--- config.mk ---
export PLATFORM = sky130hd
export DESIGN_NAME = bcd_conv_sched_flat
export DESIGN_NICKNAME = d
export VERILOG_FILES = /design/src/rtl/bcd_conv_sched_if.sv /design/src/rtl/bcd_conv_sched.sv /design/src/flat_wrapper.sv
export SDC_FILE = /design/constraint.sdc
export NUM_CORES = 1
export LEC_CHECK = 0
export BUFFER_PORTS_ARGS = -buffer_cell sky130_fd_sc_hd__buf_2
export CORE_MARGIN = 2
export CORE_UTILIZATION = 45
export DETAILED_ROUTE_END_ITERATION = 6
export GPL_TIMING_DRIVEN = 0
export PLACE_DENSITY = 0.72
export SLEW_MARGIN = 20
export SYNTH_ARGS = -nofsm -noshare
export SYNTH_HDL_FRONTEND = slang
export SYNTH_SLANG_ARGS = --single-unit
--- constraint.sdc ---
create_clock -name clk -period 1.7 [get_ports clk]
set_input_delay 0.255 -clock clk [delete_from_list [all_inputs] [get_ports clk]]
set_output_delay 0.255 -clock clk [all_outputs]
set_load 0.05 [all_outputs]
--- src/rtl/bcd_conv_sched_if.sv ---
// Client-side bundle of the shared binary-to-BCD converter: requests, packed operands,
// per-client ack/done pulses and the BCD result digits.
interface bcd_conv_sched_if #(
    parameter int NREQ = 3,
    parameter int W    = 12
);
    logic [NREQ-1:0]   req;
    logic [NREQ*W-1:0] bin_in;
    logic [NREQ-1:0]   ack;
    logic [NREQ-1:0]   done;
    logic [2:0]        grant_id;
    logic              busy;
    logic [3:0]        tho, hun, ten, one;

    modport master (output req, bin_in,
                    input  ack, done, grant_id, busy, tho, hun, ten, one);
    modport slave  (input  req, bin_in,
                    output ack, done, grant_id, busy, tho, hun, ten, one);
endinterface

--- src/rtl/bcd_conv_sched.sv ---
// One double-dabble engine shared by NREQ clients, one operand bit per clock.
// Define BCD_SCHED_RR_EN for round-robin arbitration; otherwise lowest index wins.
module bcd_dabble_digit (
    input  logic [3:0] d,
    output logic [3:0] q
);
    assign q = (d >= 4'd5) ? d + 4'd3 : d;
endmodule

module bcd_conv_sched #(
    parameter int NREQ = 3,
    parameter int W    = 12
) (
    input logic            clk,
    input logic            rst,
    bcd_conv_sched_if.slave bus
);
    typedef enum logic [1:0] {IDLE = 2'd0, SHIFT = 2'd1, DONE = 2'd2} state_t;

    state_t          state, state_n;
    logic [W-1:0]    sh, sh_n, opnd;
    logic [3:0][3:0] dig, adj, dig_n, res;
    logic [3:0]      cnt;
    logic [NREQ-1:0] ack_q, done_q;
    logic [2:0]      gid, win_idx;
    logic            win_vld;

    genvar g;
    generate
        for (g = 0; g < 4; g++) begin : g_dig
            bcd_dabble_digit u_adj (.d(dig[g]), .q(adj[g]));
        end
    endgenerate

    // add-3 correction first, then one left shift of {digits, operand}
    assign {dig_n, sh_n} = {adj, sh} << 1;

`ifdef BCD_SCHED_RR_EN
    logic [2:0] ptr;

    always_comb begin
        win_vld = 1'b0;
        win_idx = '0;
        for (int k = 1; k <= NREQ; k++)
            for (int i = 0; i < NREQ; i++)
                if (!win_vld && bus.req[i] && (i == (int'(ptr) + k) % NREQ)) begin
                    win_vld = 1'b1;
                    win_idx = 3'(i);
                end
    end

    always_ff @(posedge clk or negedge rst)
        if (!rst)                        ptr <= 3'(NREQ - 1);
        else if (state == IDLE && win_vld) ptr <= win_idx;
`else
    always_comb begin
        win_vld = 1'b0;
        win_idx = '0;
        for (int i = NREQ - 1; i >= 0; i--)
            if (bus.req[i]) begin
                win_vld = 1'b1;
                win_idx = 3'(i);
            end
    end
`endif

    always_comb begin
        opnd = '0;
        for (int i = 0; i < NREQ; i++)
            if (win_idx == 3'(i)) opnd = bus.bin_in[i*W +: W];
    end

    always_ff @(posedge clk or negedge rst)
        if (!rst) state <= IDLE;
        else      state <= state_n;

    always_comb begin
        state_n = state;
        case (state)
            IDLE:    if (win_vld) state_n = SHIFT;
            SHIFT:   if (cnt == 4'd0) state_n = DONE;
            DONE:    state_n = IDLE;
            default: state_n = IDLE;
        endcase
    end

    always_ff @(posedge clk or negedge rst) begin
        if (!rst) begin
            sh     <= '0;
            dig    <= '0;
            cnt    <= '0;
            ack_q  <= '0;
            done_q <= '0;
            gid    <= '0;
            res    <= '0;
        end else begin
            ack_q  <= '0;
            done_q <= '0;
            case (state)
                IDLE: if (win_vld) begin
                    sh  <= opnd;
                    dig <= '0;
                    cnt <= 4'(W - 1);
                    gid <= win_idx;
                    for (int i = 0; i < NREQ; i++) ack_q[i] <= (win_idx == 3'(i));
                end
                SHIFT: begin
                    dig <= dig_n;
                    sh  <= sh_n;
                    if (cnt != 4'd0) cnt <= cnt - 4'd1;
                end
                DONE: begin
                    res <= dig;
                    for (int i = 0; i < NREQ; i++) done_q[i] <= (gid == 3'(i));
                end
                default: ;
            endcase
        end
    end

    assign bus.ack      = ack_q;
    assign bus.done     = done_q;
    assign bus.grant_id = gid;
    assign bus.busy     = (state != IDLE);
    assign bus.tho      = res[3];
    assign bus.hun      = res[2];
    assign bus.ten      = res[1];
    assign bus.one      = res[0];
endmodule

--- src/flat_wrapper.sv ---
// flat-port wrapper written by rule: the top's interface ports become plain ports
module bcd_conv_sched_flat 
#(
    parameter int NREQ = 3,
    parameter int W    = 12
)
  (clk, rst, bus_req, bus_bin_in, bus_ack, bus_done, bus_grant_id, bus_busy, bus_tho, bus_hun, bus_ten, bus_one);
  bcd_conv_sched_if #(.NREQ(NREQ), .W(W)) bus_i ();
  input logic clk;
  input logic rst;
  input wire logic [$bits(bus_i.req)-1:0] bus_req;
  input wire logic [$bits(bus_i.bin_in)-1:0] bus_bin_in;
  output wire logic [$bits(bus_i.ack)-1:0] bus_ack;
  output wire logic [$bits(bus_i.done)-1:0] bus_done;
  output wire logic [$bits(bus_i.grant_id)-1:0] bus_grant_id;
  output wire logic [$bits(bus_i.busy)-1:0] bus_busy;
  output wire logic [$bits(bus_i.tho)-1:0] bus_tho;
  output wire logic [$bits(bus_i.hun)-1:0] bus_hun;
  output wire logic [$bits(bus_i.ten)-1:0] bus_ten;
  output wire logic [$bits(bus_i.one)-1:0] bus_one;
  assign bus_i.req = bus_req;
  assign bus_i.bin_in = bus_bin_in;
  assign bus_ack = bus_i.ack;
  assign bus_done = bus_i.done;
  assign bus_grant_id = bus_i.grant_id;
  assign bus_busy = bus_i.busy;
  assign bus_tho = bus_i.tho;
  assign bus_hun = bus_i.hun;
  assign bus_ten = bus_i.ten;
  assign bus_one = bus_i.one;
  bcd_conv_sched #(.NREQ(NREQ), .W(W)) u_core (.clk(clk), .rst(rst), .bus(bus_i));
endmodule
# ---- After elaboration in Yosys (flattened, before gate mapping)
# Index checks and enable logic that the tools add are counted.
dict set report op_classes {
  add_sub_neg 5
  magnitude_cmp 4
  n_eq_ne 9
  mux 26
  n_reduce_logical 11
}
# operator count
set op_table {}
lappend op_table {{$mux W12} 4}
lappend op_table {{$pmux W16 S2} 1}
lappend op_table {{$pmux W12 S2} 1}
lappend op_table {{$mux W4} 5}
lappend op_table {{$mux W3} 6}
lappend op_table {{$ge A4 B3 Y1 const B} 4}
lappend op_table {{$mux W16} 1}
lappend op_table {{$add A4 B2 Y4 const B} 3}
lappend op_table {{$pmux W4 S2} 1}
lappend op_table {{$eq A3 B1 Y1 const B} 2}
lappend op_table {{$eq A3 B2 Y1 const B} 2}
lappend op_table {{$logic_not A3 Y1} 2}
lappend op_table {{$mux W2} 3}
lappend op_table {{$ne A2 B1 Y1 const B} 3}
lappend op_table {{$reduce_and A2 Y1} 3}
lappend op_table {{$logic_not A4 Y1} 1}
lappend op_table {{$pmux W2 S2} 1}
lappend op_table {{$reduce_bool A2 Y1} 2}
lappend op_table {{$reduce_bool A4 Y1} 1}
lappend op_table {{$sub A4 B1 Y4 const B} 1}
lappend op_table {{$add A3 B2 Y3 const B} 1}
lappend op_table {{$mux W1} 3}
lappend op_table {{$reduce_and A3 Y1} 1}
lappend op_table {{$eq A2 B1 Y1 const B} 1}
lappend op_table {{other kinds (2)} 2}
dict set report totals {
  regBits 59
  input_bits 41
}

# ---- Logic depth before layout (Yosys ltp)
dict set report depth {
  ltp_word 9
  depth_mapped 7
  ltp_nobuf 6
}

# ---- Hierarchy
# A second synthesis with hierarchy kept.
dict set report hier_totals {
  cells_unflattened 276
  hier_area_um2 3036.7
}
# mod n_inst cells_each area_per_inst_um2
set by_module_without_submodules {}
lappend by_module_without_submodules {bcd_conv_sched 1 212 2631.3}
lappend by_module_without_submodules {bcd_dabble_digit 4 16 101.3}

# ---- Worst setup path before layout
# OpenSTA, ideal clock, no wires.
dict set report synth_path {
  path_type {reg-to-reg}
  start {register u_core.cnt[0]}
  end {register u_core.cnt[2]}
  setup_ns 0.079
  arrival_time_ns 1.386
  t_required_ns 1.621
  path_slack_ns 0.235
  path_stages_with_launch 7
  path_buffers 0
  path_cell_list {dfrtp_1 -> inv_1 -> ha_1 -> or3b_1 -> and2_1 -> nand2_1 -> mux2i_1}
}
dict set report synth_between {
  elab_chain_len 3
  word_cells_on_any_way 6
}
# item line
set synth_rtl {}
lappend synth_rtl {{from (decl)} bcd_conv_sched.sv:23} ;# logic [3:0] cnt;
lappend synth_rtl {{from (signal assigned)} bcd_conv_sched.sv:103} ;# cnt <= 4'(W - 1);
lappend synth_rtl {{from (signal assigned)} bcd_conv_sched.sv:110} ;# if (cnt != 4'd0) cnt <= cnt - 4'd1;
lappend synth_rtl {{$sub A4 B1 Y4 / $reduce_bool A4 Y1 (equally long branches)} bcd_conv_sched.sv:110}
lappend synth_rtl {{$mux W4 / $ne A2 B1 Y1 (equally long branches)} n/a}
lappend synth_rtl {{$pmux W4 S2 / $reduce_and A3 Y1 (equally long branches)} n/a}
# Parallel ways exist; a longest one is shown, timed or not. The select of a mux whose other input is x is not followed.
# A chain may end at the register's enable or synchronous reset.

# ---- Worst setup path after layout
dict set report layout_path {
  start {register u_core.state[1]}
  end {output bus_busy}
}
dict set report layout_between {
  elab_chain_len 1
}
# item line
set layout_rtl {}
lappend layout_rtl {{from (decl)} bcd_conv_sched.sv:20} ;# state_t state, state_n;
lappend layout_rtl {{from (signal assigned)} bcd_conv_sched.sv:75} ;# else state <= state_n;
lappend layout_rtl {{$reduce_bool A2 Y1} bcd_conv_sched.sv:124} ;# assign bus.busy = (state != IDLE);
lappend layout_rtl {{to (decl)} flat_wrapper.sv:16} ;# output wire logic [$bits(bus_i.busy)-1:0] bus_busy;
# No other way between the ends.

==> metrics.txt <==
# TYPE chip_impl_metric gauge
chip_impl_metric{name="maximum_number_of_pins_on_one_net_before_global_route_repair",unit=""} 59
chip_impl_metric{name="ys_types",unit=""} 38
chip_impl_metric{name="proportion_of_register_bits_with_asynchronous_set_or_reset_after_synthesis",unit="%"} 100.0
chip_impl_info{name="grt_setup_unrepaired",value="no"} 1
chip_impl_info{name="outcome",value="complete, but fails checks"} 1
chip_impl_metric{name="placementRows",unit=""} 28
chip_impl_metric{name="slew_headroom",unit="%"} 53.30
chip_impl_metric{name="fmax",unit="MHz"} 638.1
chip_impl_metric{name="detailedRoute.firstPassIterationCount",unit=""} 4
chip_impl_info{name="worstSetupPathType",value="flop to output port"} 1
chip_impl_metric{name="critical_path_required",unit="ps"} 1440
chip_impl_metric{name="finalWirelength",unit="mm"} 6.100
chip_impl_metric{name="maxSlewViolCount",unit=""} 0
chip_impl_metric{name="power_leakage",unit="nW"} 1.686
chip_impl_metric{name="clock_insertion_delay_worst_skew",unit="ps"} 330
chip_impl_metric{name="hold_viol",unit=""} 44
chip_impl_metric{name="coreArea",unit="sq um"} 5991
chip_impl_metric{name="gp_congestion",unit=""} 0.7894
chip_impl_metric{name="power_switching",unit="W"} 0.002584
chip_impl_metric{name="areaGrowthSynthToFinish",unit="%"} 20.68
chip_impl_metric{name="pwr-share-seq",unit="%"} 38.1
chip_impl_metric{name="power_report.internal_total",unit="W"} 0.003471
chip_impl_info{name="critical_path.reg2reg.startpoint",value="u_core.cnt[0]"} 1
chip_impl_metric{name="ioPinCount",unit=""} 67
chip_impl_metric{name="number_of_cells_traversed_by_the_worst_register_to_register_path",unit=""} 6
chip_impl_metric{name="final_worst_setup_slack",unit="ps"} 132.8
chip_impl_info{name="yosysTopAreaCell",value="sky130_fd_sc_hd__dfrtp_1"} 1
chip_impl_metric{name="clock_buffers_created_by_tritoncts",unit=""} 9
chip_impl_metric{name="crit_buf_inv",unit=""} 2
chip_impl_metric{name="finalSetupTns",unit="ps"} 0
chip_impl_metric{name="postSynthAreaPerCell",unit="sq um"} 9.970
chip_impl_metric{name="period_share",unit="%"} 92.19
chip_impl_metric{name="remaining_drc_errors",unit=""} 0
chip_impl_metric{name="antenna_violating_nets_post_route",unit=""} 0
chip_impl_info{name="cpMaxStageDelayCell",value="sky130_fd_sc_hd__dfrtp_1"} 1
chip_impl_info{name="synth_most_common_cell",value="sky130_fd_sc_hd__dfrtp_1"} 1
chip_impl_metric{name="die-area",unit="sq um"} 6943
chip_impl_metric{name="synth_area",unit="sq um"} 2831
chip_impl_metric{name="setup-violations-final",unit=""} 0
chip_impl_metric{name="irDropWorstVdd",unit="V"} 0.0009263
chip_impl_metric{name="fin_total_pwr",unit="W"} 0.006054
chip_impl_info{name="violations",value="hold timing"} 1
chip_impl_metric{name="place.detailed.hpwl",unit="mm"} 4.409
chip_impl_metric{name="routed-via-count",unit=""} 2331
chip_impl_info{name="cts_tree",value="done"} 1
chip_impl_metric{name="timing.clock.skew",unit="ps"} 4.382
chip_impl_metric{name="clkPwrFrac",unit="%"} 17.5
chip_impl_metric{name="cts.path.max_buffers",unit=""} 2
chip_impl_metric{name="clkSlewWorstSetupHoldPaths",unit="ps"} 60
chip_impl_info{name="critical_path.reg2reg.endpoint",value="u_core.cnt[2]"} 1
chip_impl_metric{name="detail_route.wl_per_cell",unit="um"} 13.99
chip_impl_info{name="min_path_type",value="input port to asynchronous set/reset pin"} 1
chip_impl_metric{name="synth_nets",unit=""} 335
chip_impl_metric{name="antenna_found_initial",unit=""} 0
chip_impl_metric{name="dieWidth",unit="um"} 83.33
chip_impl_metric{name="avgViaCountPerCell",unit=""} 5.346
chip_impl_info{name="yosys-top-cells-count",value="sky130_fd_sc_hd__dfrtp_1, sky130_fd_sc_hd__o21ai_0, sky130_fd_sc_hd__nand2_1"} 1
chip_impl_metric{name="max_stage_delay",unit="ps"} 440
chip_impl_info{name="setup.worst_path.start_class",value="flop"} 1
chip_impl_metric{name="cts_htree_levels",unit=""} 3
chip_impl_metric{name="max_cap_viol_count",unit=""} 0
chip_impl_metric{name="period_minus_slack",unit="ps"} 1567
chip_impl_metric{name="die_y_extent",unit="um"} 83.33
chip_impl_info{name="synth.top_cells.by_area",value="sky130_fd_sc_hd__dfrtp_1, sky130_fd_sc_hd__a221o_1, sky130_fd_sc_hd__o21ai_0"} 1
chip_impl_metric{name="worst_path_arrival_time",unit="ps"} 1310
chip_impl_info{name="path_cells",value="nor2_4, inv_2, buf_2"} 1
chip_impl_metric{name="synth-edff-count",unit=""} 0
chip_impl_metric{name="gr-total-overflow",unit=""} 0
chip_impl_metric{name="power_density",unit="nW/um^2"} 1772
chip_impl_info{name="clock_tree.root_cell",value="sky130_fd_sc_hd__clkbuf_8"} 1
chip_impl_metric{name="post_synth_inst_count",unit=""} 284
chip_impl_metric{name="reg_to_reg_slack_setup",unit="ps"} 130
chip_impl_metric{name="hold_fix_buffers_at_cts",unit=""} 0
chip_impl_info{name="worst_path_dominant_cell_family",value="flip-flops"} 1
chip_impl_metric{name="post_route_cells_drive_above_1_share",unit="%"} 30.75
chip_impl_metric{name="switching_share",unit="%"} 42.68
chip_impl_info{name="setup.worst_path.end_class",value="output port"} 1
chip_impl_metric{name="worstMarginPinSlew",unit="ps"} 700.4
chip_impl_metric{name="grt_first_pass_wirelength",unit="mm"} 10.39
chip_impl_metric{name="initialDrtViolationCount",unit=""} 138
chip_impl_metric{name="initial_utilization",unit="%"} 47.26
chip_impl_metric{name="first_global_vias",unit=""} 2260
chip_impl_metric{name="design.final.nets",unit=""} 410
chip_impl_metric{name="fin_worst_hold_slack",unit="ps"} -17.91
chip_impl_metric{name="total_routing_usage_gr",unit="%"} 18.60
chip_impl_metric{name="synth.yosys.seq_area_share",unit="%"} 51.26
chip_impl_metric{name="insertedDiodeCount",unit=""} 0
chip_impl_metric{name="power_frac_comb",unit="%"} 44.4
chip_impl_metric{name="synth.yosys.warnings",unit=""} 0
chip_impl_metric{name="pre_cts_slack",unit="ps"} 91.29
chip_impl_metric{name="buffer_ports.inserted",unit=""} 64
chip_impl_metric{name="ys_seq_elements",unit=""} 58
chip_impl_metric{name="cts_num_sinks",unit=""} 58
chip_impl_metric{name="crit_fanout",unit=""} 8
chip_impl_metric{name="post_cts_buffers",unit=""} 0
chip_impl_metric{name="yosys.area.top_type_share",unit="%"} 51.26
chip_impl_info{name="yosys_most_used_dff",value="sky130_fd_sc_hd__dfrtp_1"} 1
power by group through the flow:
stage	combinational [W]	clock, W	sequential (W)
6_report	0.00269	0.00106	0.00230
5_1_grt	0.00295	0.00115	0.00238
3_3_place_gp	0.00262	0	0.00230
3_5_place_dp	0.00269	0	0.00232
4_1_cts	0.00270	0.00109	0.00230
2_1_floorplan	0.00148	0	0.00284
state kept, by name, summed over array words and instances, names as in the netlist:
name and count:
u_core.sh 12, u_core.bus.tho 4, u_core.bus.hun 4, u_core.bus.ack 3
u_core.bus.done 3, u_core.cnt 4, u_core.dig 16, u_core.state 2
u_core.bus.grant_id 2, u_core.bus.one 4, u_core.bus.ten 4
stage by stage:
stage / cells / hold slack (ps) / cell area (sq um) / util, %
5_1_grt: 436 / 32.63 / 3417 / 57.04
6_report: 436 / -17.91 / 3417 / 57.04
3_3_place_gp: 423 / 458.5 / 3246 / 54.18
2_1_floorplan: 284 / -40.59 / 2831 / -
4_1_cts: 436 / 0.04535 / 3407 / 56.87
3_5_place_dp: 423 / 355.5 / 3248 / 54.22
cells by family (layout without fill, tap and decap cells):
logic type               count (synthesis)  after routing  share of synthesized area [%]
other                                    1              1                         0.1324
flip-flops                              58             58                          51.26
buffers and inverters                   30            107                          5.214
multiplexers                             9              9                          3.535
AND/OR/NAND/NOR                         91             91                          15.20
AO/OA/AOI/OAI                           80             80                          18.69
adder cells (fa/ha/maj)                 10             10                          4.419
XOR/XNOR                                 5              5                          1.547
cells in the final DEF (no fill, tap or decap), drive strengths merged, types with 2 or more instances in the layout:
master,netlist,layout
inv,13,13
mux2,8,8
nand3,4,4
xnor2,4,4
a21oi,22,22
nor2,22,22
and2,2,2
clkbuf,3,16
dfrtp,58,58
nor3b,5,5
a221o,15,15
nand2b,6,6
o21ai,36,36
ha,10,10
nor3,23,23
nand2,25,25
buf,14,78
worst max path at each step:
stage,from,to,slack [ps],cells after the start
after floorplan,u_core.cnt[0],u_core.cnt[2],240,6
after global placement,u_core.state[0],u_core.bus.tho[3],120,4
after detailed placement,bus_req[0],u_core.dig[8],90,7
after CTS,u_core.state[1],bus_busy,40,3
after global routing,u_core.cnt[0],u_core.cnt[2],30,6
final,u_core.state[1],bus_busy,130,3
timing repair:
item / 4_1_cts / 5_1_grt
hold endpoints to repair: 0 / 0
setup endpoints to repair: 0 / 2
gates resized for setup: 0 / 3
cell type report:
| class | instances | area (sq um) |
|---|---|---|
| tap | 75 | 93.84 |
| clock buffer | 13 | 158.9 |
| buffer | 17 | 98.84 |
| fill | 543 | 2574 |
| timing repair buffer | 64 | 322.8 |
| multi-input combinational | 196 | 1242 |
| sequential | 58 | 1451 |
| inverter | 13 | 48.80 |
metal layers:
metal / share of wire [%] / up-vias / GRT usage, %
met4: 1.5 / 0 / 6.706
met1: 46 / 1099 / 24.25
li1: - / 1147 / -
met3: 6.2 / 10 / 4.871
met5: 0 / - / 0
met2: 47 / 75 / 29.91
Power figures use the tool's default switching activity.
